===== src/rtl/device_table_reader_pkg.sv =====
// Shared types and constants for the device table lookup.
package device_table_reader_pkg;

  typedef enum logic [2:0] {
    IDLE,
    CHECK,
    ISSUE,
    DRAIN,
    DONE,
    ERR
  } state_e;

  // Issue order of the record words; also the capture steering tag.
  typedef enum logic [2:0] {
    TAG_IP_H,
    TAG_IP_L,
    TAG_TOFF_H,
    TAG_TOFF_L,
    TAG_DLEN,
    TAG_INTV
  } field_tag_e;

  localparam logic [3:0] OFF_IP_H   = 4'd0;
  localparam logic [3:0] OFF_IP_L   = 4'd1;
  localparam logic [3:0] OFF_TOFF_H = 4'd5;
  localparam logic [3:0] OFF_TOFF_L = 4'd6;
  localparam logic [3:0] OFF_DLEN   = 4'd7;
  localparam logic [3:0] OFF_INTV   = 4'd8;

  localparam int unsigned NUM_READS = 6;

  localparam logic [1:0] ERR_NONE      = 2'b00;
  localparam logic [1:0] ERR_BAD_INDEX = 2'b01;
  localparam logic [1:0] ERR_NOT_CFG   = 2'b10;

  function automatic logic [3:0] tag_offset(input field_tag_e tag);
    case (tag)
      TAG_IP_H:   return OFF_IP_H;
      TAG_IP_L:   return OFF_IP_L;
      TAG_TOFF_H: return OFF_TOFF_H;
      TAG_TOFF_L: return OFF_TOFF_L;
      TAG_DLEN:   return OFF_DLEN;
      default:    return OFF_INTV;
    endcase
  endfunction

endpackage


===== src/rtl/device_table_reader_rd_tag_pipe.sv =====
// Tag/valid delay line matching the RAM read latency.
module rd_tag_pipe
  import device_table_reader_pkg::*;
#(
  parameter int unsigned RD_LAT = 1
) (
  input  logic       i_clk,
  input  logic       i_rst,
  input  logic       i_valid,
  input  field_tag_e i_tag,
  output logic       o_valid,
  output field_tag_e o_tag
);

  logic       valid_q [RD_LAT];
  field_tag_e tag_q   [RD_LAT];

  // shift tag and valid one stage per cycle
  always_ff @(posedge i_clk or posedge i_rst) begin
    if (i_rst) begin
      for (int unsigned i = 0; i < RD_LAT; i++) begin
        valid_q[i] <= 1'b0;
        tag_q[i]   <= TAG_IP_H;
      end
    end else begin
      valid_q[0] <= i_valid;
      tag_q[0]   <= i_tag;
      for (int unsigned i = 1; i < RD_LAT; i++) begin
        valid_q[i] <= valid_q[i-1];
        tag_q[i]   <= tag_q[i-1];
      end
    end
  end

  assign o_valid = valid_q[RD_LAT-1];
  assign o_tag   = tag_q[RD_LAT-1];

endmodule


===== src/rtl/device_table_reader.sv =====
// Reads one device record from table RAM and unpacks it into result fields.
module device_table_reader
  import device_table_reader_pkg::*;
#(
  parameter int unsigned ADDR_SZ   = 16,
  parameter int unsigned REC_WORDS = 9,
  parameter int unsigned RD_LAT    = 1,
  parameter int unsigned MAX_DEV   = 254
) (
  input  logic               i_clk,
  input  logic               i_rst,
  input  logic               i_req,
  input  logic               i_cfg_valid,
  input  logic [7:0]         i_index,
  input  logic [ADDR_SZ-1:0] i_base_addr,
  output logic               o_busy,
  output logic               o_done,
  output logic               o_error,
  output logic [1:0]         o_err_code,
  output logic [31:0]        o_ip,
  output logic [31:0]        o_toffset,
  output logic [15:0]        o_datalen,
  output logic [15:0]        o_interval,
  output logic [ADDR_SZ-1:0] o_ram_addr,
  output logic               o_ram_rd_en,
  input  logic [15:0]        i_ram_data
);

  if (REC_WORDS < 9) begin : g_rec_words_chk
    $error("device_table_reader: REC_WORDS must be at least 9");
  end
  if (RD_LAT < 1 || RD_LAT > 4) begin : g_rd_lat_chk
    $error("device_table_reader: RD_LAT must be in 1..4");
  end

  state_e             state;
  logic [7:0]         idx_q;
  logic [ADDR_SZ-1:0] base_q;
  logic               cfg_q;
  logic [2:0]         cnt;
  logic [ADDR_SZ-1:0] addr_q;
  field_tag_e         tag_q;
  logic [ADDR_SZ-1:0] rec_base;
  logic               cap_valid;
  field_tag_e         cap_tag;

  // record base wraps modulo 2^ADDR_SZ
  assign rec_base = base_q + ADDR_SZ'(idx_q - 8'd1) * ADDR_SZ'(REC_WORDS);

  // idle address follows the live base input; reset forces it to zero
  assign o_ram_addr = i_rst ? '0 : (o_ram_rd_en ? addr_q : i_base_addr);

  rd_tag_pipe #(
    .RD_LAT (RD_LAT)
  ) u_tag_pipe (
    .i_clk   (i_clk),
    .i_rst   (i_rst),
    .i_valid (o_ram_rd_en),
    .i_tag   (tag_q),
    .o_valid (cap_valid),
    .o_tag   (cap_tag)
  );

  // lookup FSM with registered outputs and tag-steered field capture
  always_ff @(posedge i_clk or posedge i_rst) begin
    if (i_rst) begin
      state       <= IDLE;
      idx_q       <= '0;
      base_q      <= '0;
      cfg_q       <= 1'b0;
      cnt         <= '0;
      addr_q      <= '0;
      tag_q       <= TAG_IP_H;
      o_busy      <= 1'b0;
      o_done      <= 1'b0;
      o_error     <= 1'b0;
      o_err_code  <= ERR_NONE;
      o_ip        <= '0;
      o_toffset   <= '0;
      o_datalen   <= '0;
      o_interval  <= '0;
      o_ram_rd_en <= 1'b0;
    end else begin
      o_done  <= 1'b0;
      o_error <= 1'b0;

      if (cap_valid) begin
        case (cap_tag)
          TAG_IP_H:   o_ip[31:16]      <= i_ram_data;
          TAG_IP_L:   o_ip[15:0]       <= i_ram_data;
          TAG_TOFF_H: o_toffset[31:16] <= i_ram_data;
          TAG_TOFF_L: o_toffset[15:0]  <= i_ram_data;
          TAG_DLEN:   o_datalen        <= {1'b0, i_ram_data[15:1]};
          default:    o_interval       <= i_ram_data;
        endcase
      end

      case (state)
        IDLE: begin
          if (i_req) begin
            idx_q      <= i_index;
            base_q     <= i_base_addr;
            cfg_q      <= i_cfg_valid;
            o_err_code <= ERR_NONE;
            o_ip       <= '0;
            o_toffset  <= '0;
            o_datalen  <= '0;
            o_interval <= '0;
            o_busy     <= 1'b1;
            state      <= CHECK;
          end
        end
        CHECK: begin
          if (!cfg_q) begin
            o_err_code <= ERR_NOT_CFG;
            state      <= ERR;
          end else if (idx_q == 8'd0 || 32'(idx_q) > MAX_DEV) begin
            o_err_code <= ERR_BAD_INDEX;
            state      <= ERR;
          end else begin
            o_ram_rd_en <= 1'b1;
            addr_q      <= rec_base + ADDR_SZ'(tag_offset(TAG_IP_H));
            tag_q       <= TAG_IP_H;
            cnt         <= 3'd1;
            state       <= ISSUE;
          end
        end
        ISSUE: begin
          if (cnt == 3'(NUM_READS)) begin
            o_ram_rd_en <= 1'b0;
            state       <= DRAIN;
          end else begin
            addr_q <= rec_base + ADDR_SZ'(tag_offset(field_tag_e'(cnt)));
            tag_q  <= field_tag_e'(cnt);
            cnt    <= cnt + 3'd1;
          end
        end
        DRAIN: begin
          if (cap_valid && cap_tag == TAG_INTV) begin
            state <= DONE;
          end
        end
        DONE: begin
          o_done <= 1'b1;
          o_busy <= 1'b0;
          state  <= IDLE;
        end
        default: begin
          o_error <= 1'b1;
          o_busy  <= 1'b0;
          state   <= IDLE;
        end
      endcase
    end
  end

endmodule


===== config.mk =====
export PLATFORM = sky130hd
export DESIGN_NAME = device_table_reader
export DESIGN_NICKNAME = d
export VERILOG_FILES = /design/src/rtl/device_table_reader_pkg.sv /design/src/rtl/device_table_reader_rd_tag_pipe.sv /design/src/rtl/device_table_reader.sv
export SDC_FILE = /design/constraint.sdc
export NUM_CORES = 1
export LEC_CHECK = 0
export ABC_AREA = 0
export CAP_MARGIN = 20
export CORE_UTILIZATION = 30
export DETAILED_ROUTE_END_ITERATION = 8
export PLACE_DENSITY = 0.49
export SYNTH_ARGS = -nofsm -noshare
export SYNTH_HDL_FRONTEND = slang
export SYNTH_SLANG_ARGS = --single-unit

===== constraint.sdc =====
create_clock -name i_clk -period 5.6 [get_ports i_clk]
set_input_delay 0.56 -clock i_clk [delete_from_list [all_inputs] [get_ports i_clk]]
set_output_delay 0.56 -clock i_clk [all_outputs]
set_load 0.05 [all_outputs]

==> results of run 1 <==
## cell usage in the layout, fill, tap and decap left out, drive strengths merged, types with 15 or more instances in the layout
cell type / netlist / final
mux2i: 16 / 16
clkbuf: 39 / 17
inv: 16 / 24
nor2: 61 / 61
clkdlybuf4s50: 0 / 161
o21ai: 25 / 25
ha: 42 / 42
a21oi: 125 / 125
dfrtp: 156 / 156
nand2: 297 / 297
xnor2: 27 / 27
nand3: 15 / 15
## synthesized netlist by cell type (all sizes together), types with 14 or more instances
master  count
a21oi     125
clkbuf     39
dfrtp     156
ha         42
inv        16
mux2i      16
nand2     297
nand3      15
nor2       61
o21ai      25
xnor2      27
xor2       14
## worst min-delay path by stage
stage	cells past startpoint	from	slack, ns	to
6_report	0	tag_q[2]$_DFFE_PP0P_	0.40	u_tag_pipe.o_tag[2]$_DFF_PP0_
5_1_grt	0	tag_q[2]$_DFFE_PP0P_	0.41	u_tag_pipe.o_tag[2]$_DFF_PP0_
4_1_cts	0	tag_q[2]$_DFFE_PP0P_	0.40	u_tag_pipe.o_tag[2]$_DFF_PP0_
3_5_place_dp	0	tag_q[2]$_DFFE_PP0P_	0.38	u_tag_pipe.o_tag[2]$_DFF_PP0_
3_3_place_gp	0	tag_q[2]$_DFFE_PP0P_	0.38	u_tag_pipe.o_tag[2]$_DFF_PP0_
2_1_floorplan	0	tag_q[0]$_DFFE_PP0P_	0.35	u_tag_pipe.o_tag[0]$_DFF_PP0_
## cell type report
| type | instances | area [um^2] | share of cell area [%] |
|---|---|---|---|
| clock inverter | 15 | 195 | 1.83 |
| tap | 335 | 419 | 3.93 |
| sequential | 156 | 3900 | 36.6 |
| inverter | 16 | 65.1 | 0.610 |
| multi-input combinational | 713 | 3970 | 37.2 |
| timing repair buffer | 171 | 1700 | 15.9 |
| clock buffer | 17 | 425 | 3.99 |
## stage by stage
stage	std cells	worst slack, ns	utilization, %	cell area (um^2)	hold WS, ns
detailed placement	1391	0.575	38.4	10100	0.377
floorplan	927	0.450	-	8080	0.354
finish	1423	0.580	40.7	10700	0.402
global placement	1390	0.756	38.3	10000	0.378
global route	1423	0.0859	40.7	10700	0.406
CTS	1423	0.564	40.7	10700	0.404
## per-layer routing
layer,global-route usage (%),wire [um],up-vias
li1,-,-,3394
met1,26.2,11900,3285
met2,29.1,11600,182
met3,3.38,1290,14
met4,3.98,181,0
met5,0,0,-
## cells by family (layout without fill, tap and decap cells)
group | after synthesis | in the layout | share of synthesized area, %
AND/OR/NAND/NOR | 419 | 419 | 21.6
AO/OA/AOI/OAI | 191 | 191 | 13.5
flip-flops | 156 | 156 | 48.3
buffers and inverters | 58 | 219 | 2.74
adder cells (fa/ha/maj) | 45 | 45 | 7.25
XOR/XNOR | 41 | 41 | 4.44
multiplexers | 17 | 17 | 2.12
## registers in the layout, indices dropped and copies added (netlist names)
name / cells
addr_q: 16
base_q: 16
cfg_q: 1
cnt: 3
idx_q: 8
o_busy: 1
o_datalen: 16
o_done: 1
o_err_code: 2
o_error: 1
o_interval: 16
o_ip: 32
o_ram_rd_en: 1
o_toffset: 32
state: 3
tag_q: 3
u_tag_pipe.o_tag: 3
u_tag_pipe.o_valid: 1
==> results.txt, run 1 <==
The worst setup path is captured at a flip-flop. The final antenna-violating net count is 0. In this run the mean area of a mapped cell was 8.72 um^2.

The number of primary I/O pins came out at 162. The pin count of the biggest net entering global routing is 98. The number of global-route vias before repair came out at 6,769. CTS built an H-tree with a depth of 4.

The most critical setup path has its endpoint at addr_q[14]$_DFFE_PP0P_. The startpoint of the most critical register-to-register path is idx_q[0]$_DFFE_PP0P_. The share of synthesized registers carrying an async set or reset came out at 100%. The chip width is 166 um. For the pin with the worst max-slew slack, the measured transition is 1.08 ns. The starting density of the core came out at 30.8%. The DRC marker count from the first detailed-route iteration is 523.

The worst stage delay on the critical path came out at 0.41 ns. The count of buffers inserted at the top-level ports came out at 161. The max-slew violation count is 0. Before antenna repair, the detailed router went through 7 iterations. Among the stages of the critical path, the cell type that occurs most often is ha_1. After synthesis the cells add up to 8080 um^2. The quantity of hold-fixing buffers added after cts is 0.

The number of remaining DRC errors came out at 23. The final reports fail on design-rule violations. The number of nets in the layout came out at 1,164. The number of synthesis warnings came out at 0.

The min-delay analysis places its worst path in the category flip-flop to flip-flop. For this block, the routed nets add up to 25,000 um of wire. The routed wirelength normalized by instance count came out at 17.5 um. The die area is 27,600 um^2.

The logic depth of the worst setup path including buffers is 22. The area inside the core boundary came out at 26,200 um^2. For this design, the sink count on the clock tree is 156. The data arrival time of the critical path came out at 5.29 ns. The most used flip-flop cell after synthesis is dfrtp_1. For this run, the total global-route usage over all layers was measured as 18.4%. The data required time of the worst path came out at 5.87 ns. Setup repair after global routing left no endpoint under its margin. The post-route clock skew came out at 0.0216 ns. TritonCTS built the clock tree.

The overflow left after global routing is 0. Grouping stages by cell kind, the critical path spends the most delay in adder cells. The number of violations of the max-capacitance limit came out at 0.

The area growth from synthesis to layout is 32.1%. The final number of hold-violating endpoints is 0. The fill cell total of the finished layout came out at 2,644.

Measured against its own limit, the worst slew margin works out to 27.8%. The clock passes through at most 2 buffers. The row count is 59.

The critical path starts at idx_q[0]$_DFFE_PP0P_. The clock latency reported for the late side of the worst-skew pair came out at 0.45 ns. The worst reg-to-reg path cell count is 22. The distinct cell type count of the synthesized netlist is 52.

In the post-synthesis netlist, the biggest area contributors are dfrtp_1, nand2_1, a21oi_1, ha_1, xnor2_1. The slowest stage of the critical path is the fa_1 cell. The count of final setup violators is 0. In this run the vertical extent of the chip is 166 um. The critical path is of the flip-flop to flip-flop type.

The quantity of gates resized following cts came out at 0. The worst setup path is launched from a flip-flop. Counting every instance in the synthesized netlist gives 927. The critical path goes through inv_1 -> ha_1 -> nand2_1 -> xnor2_1 -> ha_1 -> ha_1 -> fa_1 -> a21o_1 -> a21oi_1 -> o21bai_1 -> a21oi_1 -> nor2b_1 -> o21ai_0 -> xnor2_1 -> ha_1 -> or2_2 -> o31ai_1 -> nor2_1 -> xor2_1 -> nand2_1 -> o41ai_1 -> a31oi_1.

Summing over every cut layer, the via total after detailed routing is 6,875. The part of the Yosys area used for sequential elements is 48.3%. Clock tree synthesis inserted a total of 17 buffers.

The cell at the root of the clock tree is clkbuf_16. Based on the critical path, the design can be clocked at up to 199 MHz. The smallest clock period supported by the final layout is computed as 5.02 ns. The antenna diode instance count came out at 0. The number of setup buffers added after CTS came out at 0. The end of the worst register-to-register path is addr_q[14]$_DFFE_PP0P_. The run finished, with violations left. The dominant cell type by area after synthesis is dfrtp_1. The placer's final routability congestion estimate is 0.794. In the final timing run, aggregate negative setup slack is 0 ns. The number of synthesized register bits came out at 156. After legalization and detailed placement, the total HPWL measured 17,500 um. The global-route wire length before repair is 39,600 um.

The worst setup slack for register-to-register paths came out at 0.58 ns. The combined buffer and inverter count along the critical path is 1. The share of the cycle needed by the critical path after routing came out at 89.6%. The number of antenna violations at the first check in global routing was 0. The post-synthesis net count came out at 1,016.

After clock tree synthesis, the clock-pin slew on the worst setup and hold paths is 0.07 ns. The detail-routed via count per cell is 4.83. The fraction of final layout cells with drive strength greater than 1 is 5.24%. The worst-path maximum fanout is 6. The share of the synthesized area in the top cell type is 48.3%. The number of synthesized flops with an enable pin came out at 0.
Power of run 1 is not shown: default switching activity piles up to over one toggle a cycle in this logic, so the estimate is an artifact.
==> run 2, diff against run 1 <==
--- a/config.mk
+++ b/config.mk
@@ -6,10 +6,11 @@
 export NUM_CORES = 1
 export LEC_CHECK = 0
 export ABC_AREA = 0
-export CAP_MARGIN = 20
+export CAP_MARGIN = 10
 export CORE_UTILIZATION = 30
 export DETAILED_ROUTE_END_ITERATION = 8
 export PLACE_DENSITY = 0.49
 export SYNTH_ARGS = -nofsm -noshare
 export SYNTH_HDL_FRONTEND = slang
+export SYNTH_HIERARCHICAL = 1
 export SYNTH_SLANG_ARGS = --single-unit
==> run 2 against run 1 <==
  * The flow now finishes without violations
  * Area after synthesis grew 1.9%
  * Clock-buffer cell count is 1 higher
  * Highest routed layer unchanged
  * Critical path type unchanged
  * Sequential cell count stayed put
  * Synthesized cell count up 2.3%
  * Worst hold slack lost 0.019 ns
  * Die area up 1.9%
  * Register-to-register slack got worse by 0.24 ns
  * Core utilization decreased by 0.66 points
==> results.txt, run 2 <==
The final worst hold slack came to 0.383 ns (was 0.402 ns). The number of synthesized register bits is 156 (unchanged). The quantity of hold-fixing buffers added after cts is 0 (unchanged).

The number of synthesis warnings is 6 (was 0). The total global-route track usage came out at 18.0% (was 18.4%). The first-pass iteration count of the detailed router came out at 7 (unchanged). The post-route cell area came to 10,800 um^2 (was 10,700 um^2). The total number of vias came out at 7,013 (was 6,875). The clock tree from TritonCTS was built (unchanged). The total negative slack for setup checks came to 0 ns (unchanged). The most prevalent standard cell on the critical path is ha_1 (unchanged). The worst-path maximum fanout came to 6 (unchanged).

The pin count of the biggest net entering global routing came out at 89 (was 98). The chip width is 168 um (was 166 um). The area inside the core boundary is 27,000 um^2 (was 26,200 um^2). The type of the setup path with the least slack is flip-flop to flip-flop (unchanged).

The number of primary I/O pins is 162 (unchanged). The overflow left after global routing came to 0 (unchanged). The row count was 60 (was 59). The part of the Yosys area used for sequential elements is 47.4% (was 48.3%). The level count of the clock H-tree came out at 4 (unchanged). The number of remaining DRC errors was 0 (was 23). The slowest cell on the critical path was or4_4 (was fa_1).

The global-route wire length before repair is 39,700 um (was 39,600 um). The signed area change from the synthesized netlist to the final layout came out at 31.2% (was 32.1%). The final number of hold-violating endpoints came out at 0 (unchanged).

The actual transition at the worst max-transition pin was 1.07 ns (was 1.08 ns). The data arrival time of the critical path came out at 5.61 ns (was 5.29 ns). The antenna diode instance count came to 0 (unchanged). The cell total after placement came out at 1,416 (was 1,391). The maximum clock insertion buffer count is 2 (unchanged). The detail-routed via count per cell is 4.84 (was 4.83).

The share of the synthesized netlist area taken by xor and xnor gates is 3.69% (was 4.44%). The final antenna-violating net count is 0 (unchanged). The worst min-delay path category is flip-flop to flip-flop (unchanged). The dominant cell type by area after synthesis is dfrtp_1 (unchanged). The highest achievable clock rate came out at 190 MHz (was 199 MHz). The number of synthesized flops with an enable pin came out at 0 (unchanged). The max-slew violation count is 0 (unchanged). The cell at the root of the clock tree is clkbuf_16 (unchanged). The worst setup slack for register-to-register paths came out at 0.34 ns (was 0.58 ns). The worst stage delay on the critical path came out at 0.47 ns (was 0.41 ns). The CTS buffer count is 17 (unchanged).

The distinct cell type count of the synthesized netlist is 62 (was 52). Largest registers: o_ip: 32 flops, o_toffset: 32 flops (unchanged). The starting density of the core was 30.5% (was 30.8%).

The share of synthesized registers carrying an async set or reset is 100% (unchanged). Run status: finished clean (was finished with violations). The number of violations of the max-capacitance limit is 0 (unchanged). Cells along the critical path: inv_1 -> ha_2 -> nand2_1 -> xnor2_2 -> ha_1 -> ha_1 -> fa_1 -> a21o_1 -> a21oi_2 -> o21bai_1 -> a21oi_1 -> xnor2_1 -> ha_1 -> and2_1 -> and2_1 -> a221oi_2 -> xnor2_1 -> nand3_1 -> or4_4 -> or3_1 -> a31oi_1 (was inv_1 -> ha_1 -> nand2_1 -> xnor2_1 -> ha_1 -> ha_1 -> fa_1 -> a21o_1 -> a21oi_1 -> o21bai_1 -> a21oi_1 -> nor2b_1 -> o21ai_0 -> xnor2_1 -> ha_1 -> or2_2 -> o31ai_1 -> nor2_1 -> xor2_1 -> nand2_1 -> o41ai_1 -> a31oi_1). The data required time of the worst path came out at 5.95 ns (was 5.87 ns). The number of nets in the layout came out at 1,184 (was 1,164). Highest-count cells in the layout ignoring fill and taps: nand2_1, clkdlybuf4s50_1, dfrtp_1 (unchanged). The worst slew slack as a fraction of its limit was 28.2% (was 27.8%).

The area share of fa/ha/maj cells after synthesis came out at 7.11% (was 7.25%). The DRC marker count from the first detailed-route iteration was 446 (was 523). The placer's final routability congestion estimate came out at 0.822 (was 0.794). The clock slew seen by the registers of the worst setup and hold paths is 0.07 ns (about the same). The number of global-route vias before repair was 6,916 (was 6,769). The summed instance area of the synthesized netlist was 8230 um^2 (was 8080 um^2). The synthesized instance count came out at 948 (was 927). The area used by sequential logic in the layout is 3900 um^2 (unchanged). The post-synthesis share of cell area spent on and, or, nand and nor gates came out at 22.2% (was 21.6%). The count of final setup violators came out at 0 (unchanged). The total placed instance area is 10,200 um^2 (was 10,100 um^2). The clock latency reported for the late side of the worst-skew pair is 0.44 ns (was 0.45 ns). The fill cell total of the finished layout came to 2,718 (was 2,644).

The number of antenna violations at the first check in global routing is 0 (unchanged). The critical path launch point type is a flip-flop (unchanged). The multiplexer area fraction after synthesis is 2.33% (was 2.12%). The compound-cell area share of the yosys netlist is 14.3% (was 13.5%).

Cell types occupying the most area after synthesis: dfrtp_1, nand2_1, a21oi_1, ha_1, nor2_1 (was dfrtp_1, nand2_1, a21oi_1, ha_1, xnor2_1). The share of the synthesized area in the top cell type came out at 47.4% (was 48.3%). The detailed-placement wirelength estimate is 17,200 um (was 17,500 um).

The chip height is 168 um (was 166 um). The fraction of final layout cells with drive strength greater than 1 came to 5.69% (was 5.24%). The total area of multi-input combinational cells is 4120 um^2 (was 3970 um^2). The most used standard cell by instance count after synthesis is nand2_1 (unchanged). The most used flip-flop cell after synthesis is dfrtp_1 (unchanged). The routed wirelength normalized by instance count is 16.8 um (was 17.5 um).

Cell types with the highest counts after synthesis: nand2_1, dfrtp_1, a21oi_1, nor2_1, clkbuf_1 (was nand2_1, dfrtp_1, a21oi_1, nor2_1, ha_1). The synthesized area per cell is 8.68 um^2 (was 8.72 um^2). The die area is 28,100 um^2 (was 27,600 um^2). The leading cell type in the layout, fill and taps excluded is nand2_1 (unchanged).

The count of buffers inserted at the top-level ports is 161 (unchanged). The largest family of logic cells by synthesized area is simple AND/OR/NAND/NOR gates (unchanged). Setup repair after global routing missed its margin: false (unchanged). The total routed wirelength came out at 24,400 um (was 25,000 um). The final critical-path required period is 5.26 ns (was 5.02 ns).

The count of clock tree sinks is 156 (unchanged). The post-route clock skew is 0.0158 ns (was 0.0216 ns). The share of the cycle needed by the critical path after routing came out at 93.9% (was 89.6%). The non-filler instance count after layout is 1,449 (was 1,423).

The nature of the critical path endpoint was a flip-flop (unchanged). The post-synthesis net count came to 1,037 (was 1,016).
==> run 2: final cells by class <==
type                            count  share of cell area [%]
Clock buffer                       18                    3.97
Multi-Input combinational cell    729                    38.1
Timing Repair Buffer              173                    15.8
Inverter                           18                   0.672
Clock inverter                     14                    1.36
Tap cell                          341                    3.95
Sequential cell                   156                    36.1
==> run 2: timing repair <==
action / 4_1_cts / 5_1_grt
resized for setup: 0 / 5
setup endpoints to repair: 0 / 2
buffers inserted: 0 / 1
==> run 2: critical path: cells and delay by family (launching register included) <==
| family | cells | cell delay (ns) |
|---|---|---|
| AO/OA/AOI/OAI | 6 | 1.14 |
| XOR/XNOR | 3 | 0.56 |
| adder cells (fa/ha/maj) | 5 | 1.48 |
| buffers and inverters | 1 | 0.18 |
| flip-flops | 1 | 0.38 |
| AND/OR/NAND/NOR | 6 | 1.45 |
==> run 2: metal layers <==
layer / up-vias / share of wire (%) / track usage [%]
met3: 14 / 3.8 / 3.33
met5: - / 0 / 0
li1: 3493 / - / -
met4: 0 / 0.64 / 3.71
met2: 185 / 45 / 27.9
met1: 3321 / 50 / 26.1
==> run 2: logic make-up after synthesis <==
kind of cell | Yosys count
buffers and inverters | 63
adder cells (fa/ha/maj) | 45
AO/OA/AOI/OAI | 202
AND/OR/NAND/NOR | 430
flip-flops | 156
multiplexers | 19
XOR/XNOR | 33
==> run 2: stage by stage <==
stage,utilization (%),worst slack (ns)
after floorplan,-,0.563
after global placement,37.8,0.323
after detailed placement,37.8,0.174
after CTS,40.0,0.133
after global routing,40.1,0.00628
final,40.1,0.340
==> run 2: worst paths after layout <==
path	start	to	cells past startpoint
hold / removal	tag_q[0]$_DFFE_PP0P_	u_tag_pipe/o_tag[0]$_DFF_PP0_	0
setup / recovery	idx_q[0]$_DFFE_PP0P_	addr_q[15]$_DFFE_PP0P_	21
min in group asynchronous	i_rst	u_tag_pipe/o_tag[0]$_DFF_PP0_	3
hold reg to reg	tag_q[0]$_DFFE_PP0P_	u_tag_pipe/o_tag[0]$_DFF_PP0_	0
max in group asynchronous	i_rst	addr_q[15]$_DFFE_PP0P_	4
setup reg to reg	idx_q[0]$_DFFE_PP0P_	addr_q[15]$_DFFE_PP0P_	21
Power of run 2 is left out for the same reason.
